### config.mk
export PLATFORM = sky130hd
export DESIGN_NAME = timer_sequencer
export DESIGN_NICKNAME = d
export VERILOG_FILES = /design/src/rtl/timer_sequencer.sv
export SDC_FILE = /design/constraint.sdc
export NUM_CORES = 1
export LEC_CHECK = 0
export ABC_CLOCK_PERIOD_IN_PS = 6300
export CAP_MARGIN = 20
export CORE_MARGIN = 2
export CORE_UTILIZATION = 60
export DETAILED_ROUTE_END_ITERATION = 10
export PLACE_DENSITY = 0.86
export SLEW_MARGIN = 5
export SYNTH_ARGS = -nofsm -noshare
export SYNTH_HDL_FRONTEND = slang
export SYNTH_SLANG_ARGS = --single-unit
### constraint.sdc
create_clock -name clk -period 6.3 [get_ports clk]
set_input_delay 0.945 -clock clk [delete_from_list [all_inputs] [get_ports clk]]
set_output_delay 0.945 -clock clk [all_outputs]
set_load 0.005 [all_outputs]
### src/rtl/timer_sequencer.sv
// Millisecond timebase run-control: prescaler, sec/ms count and idle/run/pause/done sequencing.
// Supports count-up (stopwatch) and count-down (timer) modes with a saturating load preset.
module timer_sequencer #(
    parameter int CLK_PER_MS = 100000,
    parameter int SEC_W      = 14,
    parameter int MAX_SEC    = 9999
) (
    input  logic             clk,
    input  logic             rst,
    input  logic             start,
    input  logic             stop,
    input  logic             clear,
    input  logic             load_en,
    input  logic [SEC_W-1:0] load_val,
    input  logic             mode,
    output logic [1:0]       state,
    output logic             ms_tick,
    output logic [9:0]       ms_cnt,
    output logic [SEC_W-1:0] sec_cnt,
    output logic             done,
    output logic             alarm
);

    localparam int               PSC_W    = (CLK_PER_MS > 2) ? $clog2(CLK_PER_MS) : 1;
    localparam logic [PSC_W-1:0] PSC_LAST = PSC_W'(CLK_PER_MS - 1);
    localparam logic [SEC_W-1:0] SEC_MAX  = SEC_W'(MAX_SEC);
    localparam logic [9:0]       MS_LAST  = 10'd999;

    typedef enum logic [1:0] {
        S_IDLE  = 2'd0,
        S_RUN   = 2'd1,
        S_PAUSE = 2'd2,
        S_DONE  = 2'd3
    } state_t;

    state_t           r_state, w_state_nxt;
    logic [PSC_W-1:0] r_psc, w_psc_nxt;
    logic [9:0]       r_ms, w_ms_nxt;
    logic [SEC_W-1:0] r_sec, w_sec_nxt;
    logic             r_mode, w_mode_nxt;
    logic             r_tick, w_tick_nxt;
    logic             r_done, w_done_nxt;

    logic             w_wrap;
    logic             w_cnt_zero;
    logic             w_cnt_max;
    logic [9:0]       w_ms_step;
    logic [SEC_W-1:0] w_sec_step;
    logic             w_step_zero;
    logic [SEC_W-1:0] w_load_sat;

    assign w_wrap     = (r_psc == PSC_LAST);
    assign w_cnt_zero = (r_ms == 10'd0) && (r_sec == '0);
    assign w_cnt_max  = (r_ms == MS_LAST) && (r_sec == SEC_MAX);
    assign w_load_sat = (load_val > SEC_MAX) ? SEC_MAX : load_val;

    // One millisecond step in the latched direction, with carry/borrow into seconds.
    always_comb begin
        w_ms_step  = r_ms;
        w_sec_step = r_sec;
        if (!r_mode) begin
            if (r_ms == MS_LAST) begin
                w_ms_step  = 10'd0;
                w_sec_step = r_sec + SEC_W'(1);
            end else begin
                w_ms_step  = r_ms + 10'd1;
            end
        end else begin
            if (r_ms == 10'd0) begin
                w_ms_step  = MS_LAST;
                w_sec_step = r_sec - SEC_W'(1);
            end else begin
                w_ms_step  = r_ms - 10'd1;
            end
        end
    end

    assign w_step_zero = (w_ms_step == 10'd0) && (w_sec_step == '0);

    always_comb begin
        w_state_nxt = r_state;
        w_psc_nxt   = r_psc;
        w_ms_nxt    = r_ms;
        w_sec_nxt   = r_sec;
        w_mode_nxt  = r_mode;
        w_tick_nxt  = 1'b0;
        w_done_nxt  = 1'b0;

        unique case (r_state)
            S_IDLE: begin
                if (clear) begin
                    w_ms_nxt  = 10'd0;
                    w_sec_nxt = '0;
                    w_psc_nxt = '0;
                end else begin
                    if (load_en) begin
                        w_sec_nxt = w_load_sat;
                        w_ms_nxt  = 10'd0;
                    end
                    // stop outranks start, so a simultaneous stop keeps us idle
                    if (start && !stop) begin
                        w_mode_nxt  = mode;
                        w_psc_nxt   = '0;
                        w_state_nxt = S_RUN;
                    end
                end
            end

            S_RUN: begin
                if (clear) begin
                    w_state_nxt = S_IDLE;
                    w_ms_nxt    = 10'd0;
                    w_sec_nxt   = '0;
                    w_psc_nxt   = '0;
                end else if (stop) begin
                    w_state_nxt = S_PAUSE;
                end else if (r_mode && w_cnt_zero) begin
                    // countdown started at 0.000: finish without a tick
                    w_state_nxt = S_DONE;
                    w_done_nxt  = 1'b1;
                end else begin
                    w_psc_nxt = w_wrap ? '0 : r_psc + PSC_W'(1);
                    if (w_wrap) begin
                        if (!r_mode && w_cnt_max) begin
                            w_state_nxt = S_DONE;
                            w_done_nxt  = 1'b1;
                        end else begin
                            w_ms_nxt   = w_ms_step;
                            w_sec_nxt  = w_sec_step;
                            w_tick_nxt = 1'b1;
                            if (r_mode && w_step_zero) begin
                                w_state_nxt = S_DONE;
                                w_done_nxt  = 1'b1;
                            end
                        end
                    end
                end
            end

            S_PAUSE: begin
                if (clear) begin
                    w_state_nxt = S_IDLE;
                    w_ms_nxt    = 10'd0;
                    w_sec_nxt   = '0;
                    w_psc_nxt   = '0;
                end else if (start && !stop) begin
                    w_state_nxt = S_RUN;
                end
            end

            S_DONE: begin
                if (clear) begin
                    w_state_nxt = S_IDLE;
                    w_ms_nxt    = 10'd0;
                    w_sec_nxt   = '0;
                    w_psc_nxt   = '0;
                end
            end

            default: w_state_nxt = S_IDLE;
        endcase
    end

    always_ff @(posedge clk or posedge rst) begin
        if (rst) begin
            r_state <= S_IDLE;
            r_psc   <= '0;
            r_ms    <= 10'd0;
            r_sec   <= '0;
            r_mode  <= 1'b0;
            r_tick  <= 1'b0;
            r_done  <= 1'b0;
        end else begin
            r_state <= w_state_nxt;
            r_psc   <= w_psc_nxt;
            r_ms    <= w_ms_nxt;
            r_sec   <= w_sec_nxt;
            r_mode  <= w_mode_nxt;
            r_tick  <= w_tick_nxt;
            r_done  <= w_done_nxt;
        end
    end

    assign state   = r_state;
    assign ms_tick = r_tick;
    assign ms_cnt  = r_ms;
    assign sec_cnt = r_sec;
    assign done    = r_done;
    assign alarm   = (r_state == S_DONE);

endmodule

Word-level counts from Yosys, hierarchy flattened --
Index checks and enable logic that the tools add are counted.
Word-level totals: output and inout bits 29, logic and storage cells 107, input port bits 21, register bits after elaboration 46
Operators by class: magnitude comparators 1, eq/ne operators 17, bitwise logic cells 1, $add $sub $neg 5, multiplexer cells 57, reductions and logical operators 19
Operator list (count):
- $mux 14 | 12
- $mux 17 | 7
- $mux 10 | 11
- $pmux 17 s3 | 1
- $pmux 14 s3 | 1
- $pmux 10 s3 | 1
- $logic_not 14->1 | 2
- $logic_not 10->1 | 2
- $mux 2 | 10
- $ne 3x3->1 const B | 6
- $add 17x1->17 const B | 1
- $eq 17x17->1 const B | 1
- $add 14x1->14 const B | 1
- $eq 14x14->1 const B | 1
- $gt 14x14->1 const B | 1
- $sub 14x1->14 const B | 1
- $mux 1 | 13
- $add 10x1->10 const B | 1
- $eq 10x10->1 const B | 1
- $sub 10x1->10 const B | 1
- $pmux 2 s4 | 1
- $reduce_and 4->1 | 2
- $logic_and 1x1->1 | 7
- $ne 6x6->1 const B | 1
- other kinds (11) | 14

Longest topological paths before layout --
Gate-level depths: netlist of run 1.
word-level depth 13, depth in mapped cells 12, mapped depth without buffers 10

Worst setup path after synthesis of run 1 --
OpenSTA, ideal clock, no wires.
path type register to register, start point register r_ms[0] (netlist: ms_cnt[0]), end point register r_state[1] (netlist: state[1]), setup slack 3368 ps, path buffers 0, period minus slack after synthesis 2932 ps, stages on the path, launching flop included 11, data required time 6227 ps, arrival time 2859 ps, library setup time 73 ps, cell sequence dfrtp_1 -> inv_1 -> ha_1 -> nor4b_2 -> mux2_2 -> a222oi_1 -> o2111ai_1 -> nor4_2 -> nand4_1 -> o311a_1 -> a21oi_2
On the way: cells in the longest elaborated chain, start to end 9, elaborated cells on any way between the ends 27, classes of those cells 2 x add/sub; 3 x eq/ne; 12 x mux; 10 x reduce/logical
RTL lines:
- start, declared | line 38 | logic [9:0] r_ms, w_ms_nxt;
- start signal, assigned | line 176 | r_ms <= w_ms_nxt;
- parallel branches: the longest is 9 deep, another holds $add 10x1->10
- end signal, assigned | line 174 | r_state <= w_state_nxt;
- end, declared | line 36 | state_t r_state, w_state_nxt;
Parallel ways; which one is timed is not known. The select of a mux whose other input is x is not followed. A chain may end at the register's enable or synchronous reset.

Final worst setup path of run 1 --
start point register r_ms[0] (netlist: ms_cnt[0]), end point register r_ms[2] (netlist: ms_cnt[2])
On the way: cells in the longest elaborated chain, start to end 9, elaborated cells on any way between the ends 20, classes of those cells 2 x add/sub; 3 x eq/ne; 9 x mux; 6 x reduce/logical
RTL lines:
- $add 10x1->10, or another cell as far along | line 66 | w_ms_step = r_ms + 10'd1;
- $mux 10 (on tied branches) | line 62, 69
- $mux 10 | line 61 | if (!r_mode) begin
- $mux 10 | line 124 | if (!r_mode && w_cnt_max) begin
- $mux 10 | line 123 | if (w_wrap) begin
- $mux 10 | line 117 | end else if (r_mode && w_cnt_zero) begin
- $mux 10 | line 115 | end else if (stop) begin
- $mux 10 | line 110 | if (clear) begin
- $pmux 10 s3 | line 89 | unique case (r_state)
Parallel ways exist; a longest one is shown, timed or not. The select of a mux whose other input is x is not followed.

==> results.json, run 1 <==
{
  "clockBufferDepth": 2,
  "cts_buffers": 5,
  "vdd_drop_max_mv": 0.139,
  "synth_cell_types": 71,
  "cts.reportedPaths.clkPinSlew_ns": 0.10,
  "overflow": 0,
  "drc": 0,
  "hold_viol": 0,
  "synth_edf_count": 0,
  "syn_area_per_cell_um2": 8.02,
  "clockRootBuffer": "clkbuf_8",
  "wl_per_cell_um": 17.7,
  "layout_common_cells": "clkdlybuf4s50_1 (49), dfrtp_1 (46), nor2_1 (43)",
  "syn_inst": 452,
  "syn_area_mm2": 0.00363,
  "p_leak_uw": 0.00157,
  "crit_required_ns": 6.51,
  "drtAntennaViolNets": 0,
  "period_needed_ns": 3.89,
  "slew_viol_final": 0,
  "grt_max_degree": 47,
  "hp-start": "r_psc[4]$_DFFE_PP0P_",
  "min_period_over_period_pct": 61.7,
  "cts_resized": 0,
  "hp-class": "register to register",
  "io_buffers": 49,
  "tritoncts": "yes",
  "synth_area_leaders": "dfrtp_1 (32%), nor2_1 (4.4%), o21ai_0 (4.4%), nand2_1 (4.0%), a21oi_1 (3.3%)",
  "die_area_mm2": 0.00668,
  "first_pass_iters": 6,
  "cp-end-kind": "register",
  "synth_top_area_cell": "dfrtp_1",
  "diodes": 0,
  "status": "finished, final reports clean",
  "cp-startpoint": "ms_cnt[0]$_DFFE_PP0P_",
  "postCtsSetupRepairBufs": 0,
  "cts_sinks": 46,
  "core_area_mm2": 0.00589,
  "slew_headroom_pct": 30.9,
  "tns_ns": 0,
  "grt_use_total_pct": 30.4,
  "antenna_found_initial": 0,
  "rsz0062_at_grt": "false",
  "maxCapViolations": 0,
  "final_common_cell": "clkdlybuf4s50_1",
  "rows": 28,
  "synthArstFlopShare_pct": 100,
  "r2r-start": "ms_cnt[0]$_DFFE_PP0P_",
  "timing.fmax_ghz": 0.257,
  "initial_utilization_pct": 61.6,
  "via_per_inst": 6.65,
  "vias": 3699,
  "seq_area_frac_synth_pct": 31.7,
  "num_io_pins": 50,
  "finClkSkew_ns": 0.0131,
  "syn_nets": 479,
  "rrSetupSlack_ns": 2.41,
  "setup_viol": 0,
  "final_cell_area_mm2": 0.00420,
  "yosysWarningCount": 0,
  "worstSkewPairLatency_ns": 0.31,
  "worst_pin_slew_ns": 1.03,
  "grt_pass1_wl_um": 15900,
  "crit_path_start_kind": "register",
  "areaGrowthSynthToFinish_pct": 15.8,
  "first_iter_violations": 454,
  "nets": 507,
  "synth_top_area_share_pct": 31.7,
  "power_density_mw_per_mm2": 188,
  "grt_pass1_vias": 3276,
  "ys.flop_type": "dfrtp_1",
  "synth-seq-cells": 46,
  "htree_num_levels": 2,
  "path_class": "register to register",
  "hold_buffers": 0,
  "dp_hpwl_um": 6960,
  "drt-total-wl_um": 9850,
  "gp_congestion": 0.961,
  "drive_above_1_share_pct": 6.65,
  "die_h_um": 81.8,
  "cp_max_fo": 46,
  "dpl_cell_area_mm2": 0.00409,
  "die_x_um": 81.8,
  "arrival_ns": 4.09
}
synth_stat cells, types with 3 or more instances:
cell type	number
o21ai_1	11
o31a_1	7
or3_1	4
a21o_1	3
o21ai_0	32
nor4_2	3
and3_1	4
nand2_1	39
dfrtp_1	46
xnor2_1	11
nor4_1	10
nor3b_1	4
or2_2	7
inv_1	11
o31ai_1	8
a21oi_1	24
mux2i_1	6
nand3_1	18
a31oi_1	5
clkbuf_1	22
or4_1	5
xor2_1	13
o22ai_1	6
nor2_1	43
buf_2	6
ha_1	6
and2_1	4
nand4_1	11
and4_1	6
nand4bb_1	3
nor3_1	18
registers in the layout, indices dropped and copies added, names as in the netlist:
signal and cells:
ms_cnt 10, ms_tick 1, r_psc 17, r_mode 1
sec_cnt 14, state 2, done 1
cell type report:
cell class,count,area (µm²)
inverter,12,45.0
clock buffer,5,68.8
clock inverter,3,21.3
fill,498,1680
timing repair buffer,51,518
multi-input combinational,364,2300
tap,75,93.8
sequential,46,1150
metrics by stage:
step	hold slack [ns]	utilization, %	power [µW]	setup WS (ns)	cells
finish	0.522	71.4	792	2.41	556
global placement	0.495	69.5	593	2.62	547
global route	0.580	71.4	829	2.15	556
CTS	0.525	71.0	784	2.48	555
detailed placement	0.514	69.5	600	2.50	547
floorplan	0.473	-	517	3.37	452
final timing paths:
| path | endpoint | depth (start not counted) |
|---|---|---|
| worst max-delay path | ms_cnt[2]$_DFFE_PP0P_ | 9 |
| worst min-delay path | r_psc[4]$_DFFE_PP0P_ | 1 |
| worst max register to register | ms_cnt[2]$_DFFE_PP0P_ | 9 |
| worst min register to register | r_psc[4]$_DFFE_PP0P_ | 1 |
| max in group asynchronous | r_psc[4]$_DFFE_PP0P_ | 3 |
| min in group asynchronous | ms_tick$_DFF_PP0_ | 2 |
routing by layer:
| layer | share of wire [%] | track usage (%) |
|---|---|---|
| met5 | 0 | 0 |
| met4 | 2.0 | 10.0 |
| met3 | 8.0 | 5.60 |
| met2 | 48 | 49.3 |
| met1 | 42 | 40.9 |
logic make-up (layout without fill, tap and decap cells):
family	Yosys count	count (layout)	synth area share [%]
adder cells (fa/ha/maj)	6	6	2.07
AND/OR/NAND/NOR	195	195	29.8
AO/OA/AOI/OAI	130	130	23.3
flip-flops	46	46	31.7
XOR/XNOR	24	24	5.80
buffers and inverters	42	71	4.76
multiplexers	9	9	2.59
where the power goes:
group	total [µW]	internal (µW)	switching, µW
clock	189	78.2	111
sequential	356	309	47.1
combinational	247	112	134
total	792	499	292
worst max-delay path: stages (launching register included):
cell,delay (ns)
dfrtp_1,0.52
ha_1,0.34
nor4bb_1,0.48
nand4_1,0.57
or4_1,0.73
nand4_1,0.15
a21oi_2,0.11
nor2_8,0.46
nor2_1,0.17
a22o_1,0.26
Power figures use the tool's default switching activity.
==> inputs of run 2 (changes only) <==
--- a/config.mk
+++ b/config.mk
@@ -5,12 +5,12 @@
 export SDC_FILE = /design/constraint.sdc
 export NUM_CORES = 1
 export LEC_CHECK = 0
-export ABC_CLOCK_PERIOD_IN_PS = 6300
+export ABC_CLOCK_PERIOD_IN_PS = 3600
 export CAP_MARGIN = 20
 export CORE_MARGIN = 2
-export CORE_UTILIZATION = 60
+export CORE_UTILIZATION = 56
 export DETAILED_ROUTE_END_ITERATION = 10
-export PLACE_DENSITY = 0.86
+export PLACE_DENSITY = 0.81
 export SLEW_MARGIN = 5
 export SYNTH_ARGS = -nofsm -noshare
 export SYNTH_HDL_FRONTEND = slang
==> constraint.sdc (replaced) <==
create_clock -name clk -period 3.6 [get_ports clk]
set_input_delay 0.54 -clock clk [delete_from_list [all_inputs] [get_ports clk]]
set_output_delay 0.54 -clock clk [all_outputs]
set_load 0.005 [all_outputs]
==> run 2 against run 1 <==
Compared with the run above:
- global-route usage fell by 1.8 points
- final cell count rose by 2.7%
- setup slack worse by 2.1 ns
- critical path type unchanged
- largest cell class unchanged
- highest routed layer unchanged
==> results.json, run 2 (synthesized netlist as in run 1, its figures left out) <==
{
  "status": "finished, final reports clean",
  "drc": 0,
  "rrSetupSlack_ns": 0.31,
  "p_leak_uw": 0.00165,
  "top_register": "r_psc",
  "grt_pass1_vias": 3374,
  "slowest_stage": "dfrtp_1",
  "tritoncts": "yes",
  "tns_ns": 0,
  "cts_sinks": 46,
  "num_io_pins": 50,
  "path_class": "register to register",
  "worstSkewPairLatency_ns": 0.30,
  "via_per_inst": 6.61,
  "diodes": 0,
  "htree_num_levels": 2,
  "final_common_cell": "clkdlybuf4s50_1",
  "crit_path_start_kind": "register",
  "grt_use_total_pct": 28.6,
  "worst_pin_slew_ns": 0.756,
  "overflow": 0,
  "hp-class": "primary input to async pin",
  "io_buffers": 49,
  "p_total_uw": 1410,
  "path_delay_family": "compound AO/OA/AOI/OAI gates",
  "gp_congestion": 0.942,
  "r2r.worst_path.cells": 9,
  "path_common_cell": "nand4_1",
  "finClkSkew_ns": 0.0101,
  "layout_common_cells": "clkdlybuf4s50_1 (49), dfrtp_1 (46), nor2_1 (43)",
  "timing.fmax_ghz": 0.304,
  "wl_per_cell_um": 17.7,
  "vdd_drop_max_mv": 0.239,
  "cts.reportedPaths.clkPinSlew_ns": 0.09,
  "nets": 520,
  "core_area_mm2": 0.00631,
  "setup_viol": 0,
  "initial_utilization_pct": 57.5,
  "crit_required_ns": 3.82,
  "r2r-start": "ms_cnt[0]$_DFFE_PP0P_",
  "antenna_found_initial": 0,
  "rr_endpoint": "done$_DFF_PP0_",
  "min_period_over_period_pct": 91.3,
  "clockRootBuffer": "clkbuf_8",
  "cp-end-kind": "register",
  "slew_viol_final": 0,
  "cp_max_fo": 10,
  "hold_viol": 0,
  "rows": 29,
  "drive_above_1_share_pct": 9.11,
  "die_h_um": 84.5,
  "slew_headroom_pct": 48.9,
  "dp_hpwl_um": 7250,
  "first_pass_iters": 6,
  "rsz0062_at_grt": "false",
  "arrival_ns": 3.50,
  "grt_max_degree": 47,
  "largest_reg_flops": 17,
  "drt-total-wl_um": 10100,
  "die_x_um": 84.5,
  "vias": 3774,
  "critical_path.cell_chain": "ha_1, nor4bb_2, nand4_1, o22ai_1, xor2_1, a2111oi_1, nand4_1, o311a_1, nor3_2",
  "first_iter_violations": 409,
  "clockBufferDepth": 2,
  "die_area_mm2": 0.00714,
  "fin_util_pct": 68.6,
  "cts_buffers": 5,
  "max_stage_delay_ns": 0.50,
  "drtAntennaViolNets": 0,
  "hold_buffers": 0,
  "grt_pass1_wl_um": 16700,
  "power_density_mw_per_mm2": 324,
  "areaGrowthSynthToFinish_pct": 19.5,
  "maxCapViolations": 0,
  "period_needed_ns": 3.29,
  "path_buf_inv": 0
}
[run 2: cell count changes in the layout (fill, tap and decap cells not counted), sizes merged]
cell      delta
buf         +12
nor4b        +1
clkinvlp     -1
clkbuf       +1
[run 2: where the power goes]
group / switching, µW / internal, µW
combinational: 259 / 217
clock: 187 / 138
sequential: 65.0 / 541
[run 2: stage by stage]
| step | instance area, µm² | cells | setup slack (ns) | hold WS, ns |
|---|---|---|---|---|
| 2_1_floorplan | 3630 | 452 | 0.668 | 0.473 |
| 3_3_place_gp | 4200 | 561 | 0.0548 | 0.495 |
| 3_5_place_dp | 4200 | 561 | 0.00178 | 0.507 |
| 4_1_cts | 4290 | 569 | 0.199 | 0.526 |
| 5_1_grt | 4330 | 571 | 0.0619 | 0.557 |
| 6_report | 4330 | 571 | 0.313 | 0.515 |
[run 2: cell type report]
class,count,area (µm²)
clock buffer,6,72.6
clock inverter,2,13.8
fill,559,1980
inverter,12,45.0
multi-input combinational,365,2330
sequential,46,1150
tap,77,96.3
timing repair buffer,63,621
[run 2: worst max-delay path by stage]
stage | slack [ns] | start | end | depth (start not counted)
2_1_floorplan | 0.67 | ms_cnt[0]$_DFFE_PP0P_ | state[1]$_DFFE_PP0P_ | 10
3_3_place_gp | 0.05 | ms_cnt[0]$_DFFE_PP0P_ | done$_DFF_PP0_ | 10
3_5_place_dp | 0.002 | ms_cnt[0]$_DFFE_PP0P_ | done$_DFF_PP0_ | 10
4_1_cts | 0.20 | ms_cnt[0]$_DFFE_PP0P_ | done$_DFF_PP0_ | 10
5_1_grt | 0.06 | ms_cnt[1]$_DFFE_PP0P_ | done$_DFF_PP0_ | 9
6_report | 0.31 | ms_cnt[0]$_DFFE_PP0P_ | done$_DFF_PP0_ | 9
[run 2: what timing repair did]
item                       4_1_cts  5_1_grt
resized for setup                1        2
setup endpoints to repair        2        2
buffers inserted                 0        0
gates cloned                     0        1
[run 2: per-layer routing]
| layer | wire length, µm | global-route usage, % | share of wire [%] |
|---|---|---|---|
| met1 | 4490 | 40.7 | 44 |
| met4 | 105 | 8.23 | 1.0 |
| met5 | 0 | 0 | 0 |
| met2 | 4860 | 45.6 | 48 |
| met3 | 650 | 3.93 | 6.4 |
==> inputs of run 3 (changes only) <==
--- a/config.mk
+++ b/config.mk
@@ -7,10 +7,10 @@
 export LEC_CHECK = 0
 export ABC_CLOCK_PERIOD_IN_PS = 3600
 export CAP_MARGIN = 20
-export CORE_MARGIN = 2
-export CORE_UTILIZATION = 56
+export CORE_UTILIZATION = 60
 export DETAILED_ROUTE_END_ITERATION = 10
-export PLACE_DENSITY = 0.81
+export DONT_BUFFER_PORTS = 1
+export PLACE_DENSITY = 0.76
 export SLEW_MARGIN = 5
 export SYNTH_ARGS = -nofsm -noshare
 export SYNTH_HDL_FRONTEND = slang
==> run 3 against run 2 <==
Compared with the run above:
- non-clock buffer count is 47 lower
- global-route usage up 3.3 points
- die area fell by 11%
- sequential power is 1% higher
- largest cell class unchanged
- highest routed layer unchanged
==> results.json, run 3 (synthesized netlist as in run 1, its figures left out) <==
{
  "arrival_ns": 3.71,
  "overflow": 0,
  "hold_viol": 0,
  "initial_utilization_pct": 63.9,
  "areaGrowthSynthToFinish_pct": 5.52,
  "first_iter_violations": 296,
  "maxCapViolations": 0,
  "grtUsageMet3_pct": 7.20,
  "cts.reportedPaths.clkPinSlew_ns": 0.10,
  "die_x_um": 79.8,
  "die_area_mm2": 0.00636,
  "nets": 472,
  "power_frac_seq_pct": 45.5,
  "final_common_cell": "dfrtp_1",
  "cp-end-kind": "register",
  "htree_num_levels": 2,
  "slew_headroom_pct": 31.1,
  "tns_ns": 0,
  "worstSkewPairLatency_ns": 0.31,
  "cp_max_fo": 10,
  "postCtsSetupRepairBufs": 0,
  "grt_use_total_pct": 31.8,
  "slew_viol_final": 0,
  "crit_path_start_kind": "register",
  "diodes": 0,
  "hp-class": "primary input to register",
  "power_density_mw_per_mm2": 353,
  "crit_required_ns": 3.81,
  "path_class": "register to register",
  "cts_buffers": 5,
  "timing.fmax_ghz": 0.286,
  "die_h_um": 79.8,
  "power_switching_uw": 513,
  "worst_pin_slew_ns": 1.03,
  "grt_max_degree": 47,
  "grt_pass1_vias": 3259,
  "cts_sinks": 46,
  "num_io_pins": 50,
  "clockBufferDepth": 2,
  "drt-total-wl_um": 9710,
  "status": "finished, final reports clean",
  "use_met1_pct": 42.3,
  "min_period_over_period_pct": 97.1,
  "p_comb_share_pct": 29.1,
  "p_leak_uw": 0.00147,
  "largest_reg_flops": 17,
  "core_area_mm2": 0.00568,
  "vias": 3616,
  "vdd_drop_max_mv": 0.244,
  "finClkSkew_ns": 0.0106,
  "grt_pass1_wl_um": 15900,
  "dp_hpwl_um": 6920,
  "period_needed_ns": 3.50,
  "drtAntennaViolNets": 0,
  "setup_slack_ns": 0.104,
  "power.internal_uw": 840,
  "gp_congestion": 0.965,
  "io_buffers": 0,
  "via_per_inst": 6.98,
  "p_total_uw": 1350,
  "tritoncts": "yes",
  "clockRootBuffer": "clkbuf_8",
  "p_sw_share_pct": 37.9,
  "antenna_found_initial": 0,
  "layout_common_cells": "dfrtp_1 (46), nor2_1 (43), nand2_1 (39)",
  "post-place-ws_ns": 0.195,
  "clockPowerShare_pct": 25.5,
  "rows": 27,
  "grt_most_used_layer": "met2",
  "setup_viol": 0,
  "use_met2_pct": 51.2,
  "first_pass_iters": 5,
  "drive_above_1_share_pct": 10.1,
  "wl_per_cell_um": 18.7,
  "drc": 0,
  "top_register": "r_psc"
}
-- run 3: power groups by stage --
stage / Combinational, µW / Clock, µW / Sequential (µW)
finish: 393 / 344 / 615
global route: 430 / 370 / 621
CTS: 379 / 345 / 612
detailed placement: 377 / 0 / 622
global placement: 373 / 0 / 620
floorplan: 322 / 0 / 582
-- run 3: stage by stage --
step	util, %	instances	hold WS (ns)	instance area [µm²]
final	67.4	518	0.286	3830
after global routing	67.4	518	0.273	3830
after CTS	66.8	516	0.282	3790
after detailed placement	65.1	508	0.500	3690
after global placement	65.1	508	0.490	3690
after floorplan	-	452	0.473	3630
-- run 3: per-layer routing --
metal	wire, µm	share of wire, %
met1	4210	43
met4	214	2.2
met2	4500	46
met5	0	0
met3	793	8.2
-- run 3: what timing repair did --
action	in CTS	in global routing
endpoints found under the hold margin	0	4
hold buffers	0	1
gates resized for setup	0	1
endpoints found under the setup margin	0	2
-- run 3: worst paths after layout --
kind / end / from / depth (start not counted) / slack (ns)
hold / removal: state[0]$_DFFE_PP0P_ / clear / 1 / 0.29
setup reg to reg: done$_DFF_PP0_ / ms_cnt[1]$_DFFE_PP0P_ / 10 / 0.10
setup / recovery: done$_DFF_PP0_ / ms_cnt[1]$_DFFE_PP0P_ / 10 / 0.10
hold reg to reg: r_psc[1]$_DFFE_PP0P_ / r_psc[1]$_DFFE_PP0P_ / 2 / 0.52
min in group asynchronous: ms_cnt[7]$_DFFE_PP0P_ / rst / 2 / 0.55
max in group asynchronous: r_psc[0]$_DFFE_PP0P_ / rst / 3 / 2.61
-- run 3: cell type report --
type / instances / area, µm²
clock buffers: 5 / 68.8
inverters: 12 / 45.0
repair buffers: 16 / 135
flip-flops and latches: 46 / 1150
clock inverters: 3 / 25.0
fillers: 484 / 1850
multi-input cells: 364 / 2310
well taps: 72 / 90.1
-- run 3: critical path, cell delays in order, from the launching register on --
cell       delay [ns]
dfrtp_1          0.52
ha_1             0.32
nor4bb_1         0.63
nand4_1          0.30
buf_4            0.25
o22ai_1          0.15
xor2_1           0.14
a2111oi_0        0.39
nand4_1          0.15
o311a_1          0.42
nor3_2           0.12
